$ cat src/rtl/vga_pkg.sv
// vga_pkg: VGA timing constants shared with the sync generator, line fetch geometry, scheduler state type
package vga_pkg;
  localparam int H_DISPLAY = 640;
  localparam int H_MAX = 799;
  localparam int V_DISPLAY = 480;
  localparam int V_MAX = 524;
  localparam int BURST_LEN = 8;
  localparam int BURSTS_PER_LINE = H_DISPLAY / BURST_LEN;
  localparam int ADDR_W = 24;
  typedef enum logic [1:0] {IDLE, REQ, WAIT} state_t;
endpackage

$ cat src/rtl/line_addr_gen.sv
// line_addr_gen: SDRAM burst address = registered line base + burst offset
// Ports: clk/reset (async, active-low); load captures base for line;
// burst_idx selects the burst within the line; addr is the burst start word address.
module line_addr_gen
  import vga_pkg::*;
#(
  parameter logic [ADDR_W-1:0] FB_BASE = '0,
  parameter int LINE_STRIDE = 640
) (
  input  logic              clk,
  input  logic              reset,
  input  logic              load,
  input  logic [10:0]       line,
  input  logic [6:0]        burst_idx,
  output logic [ADDR_W-1:0] addr
);
  logic [ADDR_W-1:0] base;
  // The multiply is registered on load; the IDLE->REQ cycle hides that latency.
  always_ff @(posedge clk or negedge reset)
    if (!reset) base <= '0;
    else if (load) base <= FB_BASE + ADDR_W'(line) * ADDR_W'(LINE_STRIDE);
  assign addr = base + ADDR_W'(burst_idx) * ADDR_W'(BURST_LEN);
endmodule

$ cat src/rtl/line_fetch_scheduler.sv
// line_fetch_scheduler: fetches the next scanline into the idle ping-pong half during horizontal blank
// Ports: clk, reset (async, active-low); clk_stb/hpos/vpos from the sync generator;
// enable gates new fetches; rd_req/rd_addr/rd_ack/rd_done form the SDRAM burst handshake;
// wr_buf/burst_idx address the line buffer being filled; disp_buf is the half on screen;
// line_ready marks a complete fetch; underrun is sticky until underrun_clr.
module line_fetch_scheduler
  import vga_pkg::*;
#(
  parameter logic [ADDR_W-1:0] FB_BASE = '0,
  parameter int LINE_STRIDE = 640
) (
  input  logic              clk,
  input  logic              reset,
  input  logic              clk_stb,
  input  logic [10:0]       hpos,
  input  logic [10:0]       vpos,
  input  logic              enable,
  output logic              rd_req,
  output logic [ADDR_W-1:0] rd_addr,
  input  logic              rd_ack,
  input  logic              rd_done,
  output logic              wr_buf,
  output logic [6:0]        burst_idx,
  output logic              disp_buf,
  output logic              line_ready,
  output logic              underrun,
  input  logic              underrun_clr
);
  localparam logic [6:0] LAST_IDX = 7'(BURSTS_PER_LINE - 1);
  state_t state, state_nx;
  logic [6:0] idx_nx;
  logic [10:0] tgt, pend_line, pend_line_nx, load_line;
  logic visible, trig, swap, late, load, pend, pend_nx, ready_nx, und_nx;
  // Upcoming line is visible: any line before the last visible one, or the frame wrap.
  assign visible = vpos <= 11'(V_DISPLAY - 2) || vpos == 11'(V_MAX);
  assign trig = clk_stb && enable && visible && hpos == 11'(H_DISPLAY);
  assign swap = clk_stb && visible && hpos == 11'(H_MAX);
  assign late = trig && state != IDLE;
  assign tgt = vpos == 11'(V_MAX) ? 11'd0 : vpos + 11'd1;
  assign rd_req = state == REQ;
  assign wr_buf = ~disp_buf;
  always_comb begin
    state_nx = state;
    idx_nx = burst_idx;
    pend_nx = pend | late;
    pend_line_nx = late ? tgt : pend_line;
    load = 1'b0;
    load_line = tgt;
    ready_nx = line_ready;
    if (state == IDLE && trig) begin
      state_nx = REQ;
      idx_nx = '0;
      load = 1'b1;
      ready_nx = 1'b0;
    end else if (state == REQ && rd_ack) begin
      state_nx = WAIT;
    end else if (state == WAIT && rd_done) begin
      // A late trigger restarts on the new line only once the in-flight burst is done.
      if (enable && pend_nx) begin
        state_nx = REQ;
        idx_nx = '0;
        load = 1'b1;
        load_line = pend_line_nx;
        pend_nx = 1'b0;
        ready_nx = 1'b0;
      end else if (burst_idx == LAST_IDX) begin
        state_nx = IDLE;
        ready_nx = 1'b1;
        pend_nx = 1'b0;
      end else if (!enable) begin
        state_nx = IDLE;
        pend_nx = 1'b0;
      end else begin
        state_nx = REQ;
        idx_nx = burst_idx + 7'd1;
      end
    end
    if (swap) ready_nx = 1'b0;
    und_nx = (late || (swap && !line_ready && enable)) ? 1'b1 : underrun_clr ? 1'b0 : underrun;
  end
  always_ff @(posedge clk or negedge reset)
    if (!reset) begin
      state <= IDLE;
      burst_idx <= '0;
      disp_buf <= 1'b0;
      line_ready <= 1'b0;
      underrun <= 1'b0;
      pend <= 1'b0;
      pend_line <= '0;
    end else begin
      state <= state_nx;
      burst_idx <= idx_nx;
      disp_buf <= disp_buf ^ swap;
      line_ready <= ready_nx;
      underrun <= und_nx;
      pend <= pend_nx;
      pend_line <= pend_line_nx;
    end
  line_addr_gen #(.FB_BASE(FB_BASE), .LINE_STRIDE(LINE_STRIDE)) u_addr (
    .clk(clk),
    .reset(reset),
    .load(load),
    .line(load_line),
    .burst_idx(burst_idx),
    .addr(rd_addr)
  );
endmodule

$ cat config.mk
export PLATFORM = sky130hd
export DESIGN_NAME = line_fetch_scheduler
export DESIGN_NICKNAME = d
export VERILOG_FILES = /design/src/rtl/vga_pkg.sv /design/src/rtl/line_addr_gen.sv /design/src/rtl/line_fetch_scheduler.sv
export SDC_FILE = /design/constraint.sdc
export NUM_CORES = 1
export LEC_CHECK = 0
export ABC_AREA = 0
export BUFFER_PORTS_ARGS = -buffer_cell sky130_fd_sc_hd__buf_2
export CORE_UTILIZATION = 44
export DETAILED_ROUTE_END_ITERATION = 8
export PLACE_DENSITY = 0.67
export SETUP_SLACK_MARGIN = 0.4
export SYNTH_ARGS = -nofsm -noshare
export SYNTH_HDL_FRONTEND = slang
export SYNTH_SLANG_ARGS = --single-unit
$ cat constraint.sdc
create_clock -name clk -period 4.15 [get_ports clk]
set_clock_uncertainty 0.1 [all_clocks]
set_input_delay 0.415 -clock clk [delete_from_list [all_inputs] [get_ports clk]]
set_output_delay 0.415 -clock clk [all_outputs]
set_load 0.03 [all_outputs]
==> results.py <==
metrics = {
    "run_status": {
        "outcome": "finished, violations left",
        "violations": "design-rule violations",
    },
    "critical_path": {
        "crit_required_ns": 4.23,
        "reg2reg_slack_ns": 0.53,
        "critPathLaunchType": "input pin",
        "rr_worst_depth": 14,
        "timing.rr.end": "u_addr.base[18]",
        "timing.rr.start": "state[0]",
        "endpoint": "u_addr.base[18]",
        "worst-setup-path-type": "in -> reg",
        "critPathCaptureType": "register",
        "arrival_ns": 3.75,
        "startpoint": "vpos[0]",
        "worstPathMaxFanout": 8,
    },
    "yosys": {
        "synthesis.area_mm2": 0.00296,
        "synthDistinctLibCells": 59,
        "async_reset_ff_share_pct": 100,
        "ys_seq_elements": 38,
        "synth_cells": 330,
        "synthFlopType": "dfrtp_1",
        "syn_area_per_cell_um2": 8.96,
        "yosys_warnings": 0,
        "synth_edf_count": 0,
        "seq_area_frac_synth_pct": 32.2,
    },
    "finish": {
        "n_antenna_cell": 0,
        "final_core_utilization_pct": 58.1,
        "area_growth_pct": 26.2,
        "layout_common_cells": "buf_2 (57), nand2_1 (39), dfrtp_1 (37), buf_4 (24), nor2_1 (21)",
        "layout.nets": 465,
        "fin_area_mm2": 0.00373,
        "final_common_cell": "buf_2",
        "drive_gt1_share_pct": 32.2,
    },
    "clock_network": {
        "cts_root_buffer": "clkbuf_8",
        "clkLatencyLatePin_ns": 0.30,
        "path_clk_slew_ns": 0.09,
        "clock_sinks": 38,
        "cts_buffers": 5,
        "cts_hold_buf": 0,
        "htree_levels": 2,
        "clockBufferDepth": 2,
        "tritoncts": "built",
    },
    "sta": {
        "tightestPinTransition_ns": 0.840,
        "rsz0062_at_grt": "true",
        "maxSlewViolCount": 0,
        "slew-limit-headroom_pct": 44.0,
        "hold_viol_final": 0,
        "min_period_ns": 3.68,
        "setup_violations": 0,
        "fmax_ghz": 0.272,
        "fin_crit_sh_pct": 88.6,
        "fin_setup_tns_ns": 0,
    },
    "drt": {
        "ant_nets": 0,
        "vias_per_cell": 5.43,
        "num_vias": 2646,
        "wirelength_mm": 6.76,
        "drt_pass1_iterations": 8,
        "dr.first_iter.drc_count": 117,
        "wl_per_cell_um": 13.9,
        "drcViolationCount": 10,
    },
    "place": {
        "placement.cell_area_mm2": 0.00338,
        "dpl.hpwl_mm": 5.00,
        "portBuffers": 59,
        "gp_congestion": 0.855,
    },
    "global_route": {
        "grt_usage_pct": 19.4,
        "grt_pass1_wl_mm": 11.1,
        "gr-total-overflow": 0,
        "grt_pass1_vias": 2430,
        "grt_max_degree": 39,
        "antenna_found_initial": 0,
    },
    "pwr": {
        "power_uw": 976,
        "power_density_mw_per_mm2": 262,
        "peakVddDrop_uv": 128,
        "p_leak_uw": 0.00184,
    },
    "die": {
        "rows": 29,
        "dieArea_mm2": 0.00705,
        "core_area_mm2": 0.00642,
        "die_h_um": 84.0,
        "die_w_um": 84.0,
        "io_pins": 65,
        "start_util_pct": 46.0,
    },
    "flow_run": {
        "max-cap-violations": 0,
    },
    "min_path": {
        "hp-class": "in -> async",
    },
}
-- layer usage --
layer / vias to the layer above / GRT usage, % / routed length (um)
li1: 1328 / - / -
met1: 1232 / 25.6 / 3230
met2: 76 / 32.6 / 3170
met3: 10 / 2.77 / 237
met4: 0 / 6.27 / 125
met5: - / 0 / 0
-- through the flow --
stage	setup WS (ns)	instances	hold slack (ns)
2_1_floorplan	0.407	334	0.0194
3_3_place_gp	0.0850	469	0.359
3_5_place_dp	0.0689	469	0.374
4_1_cts	0.402	478	0.145
5_1_grt	0.299	487	0.175
6_report	0.474	487	0.106
-- how the worst min path moves through the flow --
stage,from,end,slack [ns],cells past startpoint
floorplan,reset,burst_idx[0],0.02,0
global placement,u_addr.base[9],u_addr.base[9],0.36,2
detailed placement,pend_line[1],pend_line[1],0.37,2
CTS,reset,pend,0.15,1
global route,reset,underrun,0.18,1
finish,reset,underrun,0.11,1
-- kinds of logic after synthesis --
| kind of cell | count (synthesis) | synth area share [%] |
|---|---|---|
| buffers and inverters | 30 | 5.20 |
| DFF | 38 | 32.2 |
| muxes | 9 | 3.39 |
| adders and majority gates | 27 | 11.9 |
| and+or+nand+nor | 124 | 22.0 |
| AOI/OAI and AO/OA | 71 | 16.3 |
| xor gates and xnor gates | 30 | 8.89 |
| other | 1 | 0.127 |
-- worst max-delay path: stages --
cell and delay, ns:
buf_6 0.08, inv_4 0.04, ha_4 0.14, nand4b_1 0.20
o211ai_2 0.27, buf_4 0.18, a21oi_4 0.07, nor2_4 0.17
buf_4 0.15, nand2_1 0.04, o21ai_0 0.13, ha_1 0.34
fa_2 0.40, a21o_1 0.20, a211oi_2 0.22, nor2b_2 0.10
o41ai_4 0.36, xnor2_1 0.15, a21oi_1 0.08
-- Yosys cell counts (2+ instances only) --
cell type	number	area, um2
a21o_1	6	45.0
o21a_1	4	30.0
a211oi_1	2	15.0
buf_4	10	75.1
o21bai_1	2	15.0
mux2_2	8	90.1
and2_1	6	37.5
buf_2	2	10.0
nor2_1	23	86.3
clkbuf_1	3	11.3
nand2_1	40	150
dfrtp_1	38	951
ha_1	25	313
o21ai_0	20	100
nand3_1	15	75.1
xor2_1	12	105
a311oi_1	2	17.5
xnor2_1	18	158
inv_1	14	52.6
nand2b_1	3	18.8
o22ai_1	2	12.5
nand4_1	9	56.3
nand4b_1	2	17.5
and3_1	5	31.3
fa_1	2	40.0
or3_1	2	12.5
o31ai_1	3	22.5
o211ai_2	2	25.0
a21oi_1	14	70.1
a22o_1	2	17.5
nor2b_1	4	25.0
nor3_1	3	15.0
-- timing repair --
action | 4_1_cts | 5_1_grt
gates resized for setup | 1 | 33
pin swaps | 1 | 16
buffers inserted | 1 | 9
endpoints found under the setup margin | 2 | 5
-- power by group --
group / internal [uW] / switching (uW)
combinational: 112 / 154
clock: 179 / 145
sequential: 377 / 9.10
total: 668 / 308
-- state kept, by name (all words and copies together), names as in the netlist --
name / cells
underrun: 1
u_addr.base: 14
pend: 1
disp_buf: 1
line_ready: 1
burst_idx: 7
pend_line: 11
state: 2
-- cell type report --
class	count	area, um2
tap	77	96.3
timing repair buffer	84	499
clock inverter	3	45.0
inverter	14	55.1
multi-input combinational	266	2010
sequential	38	952
fill	568	2690
clock buffer	5	68.8
No activity file was read; power rests on OpenSTA's default activity.
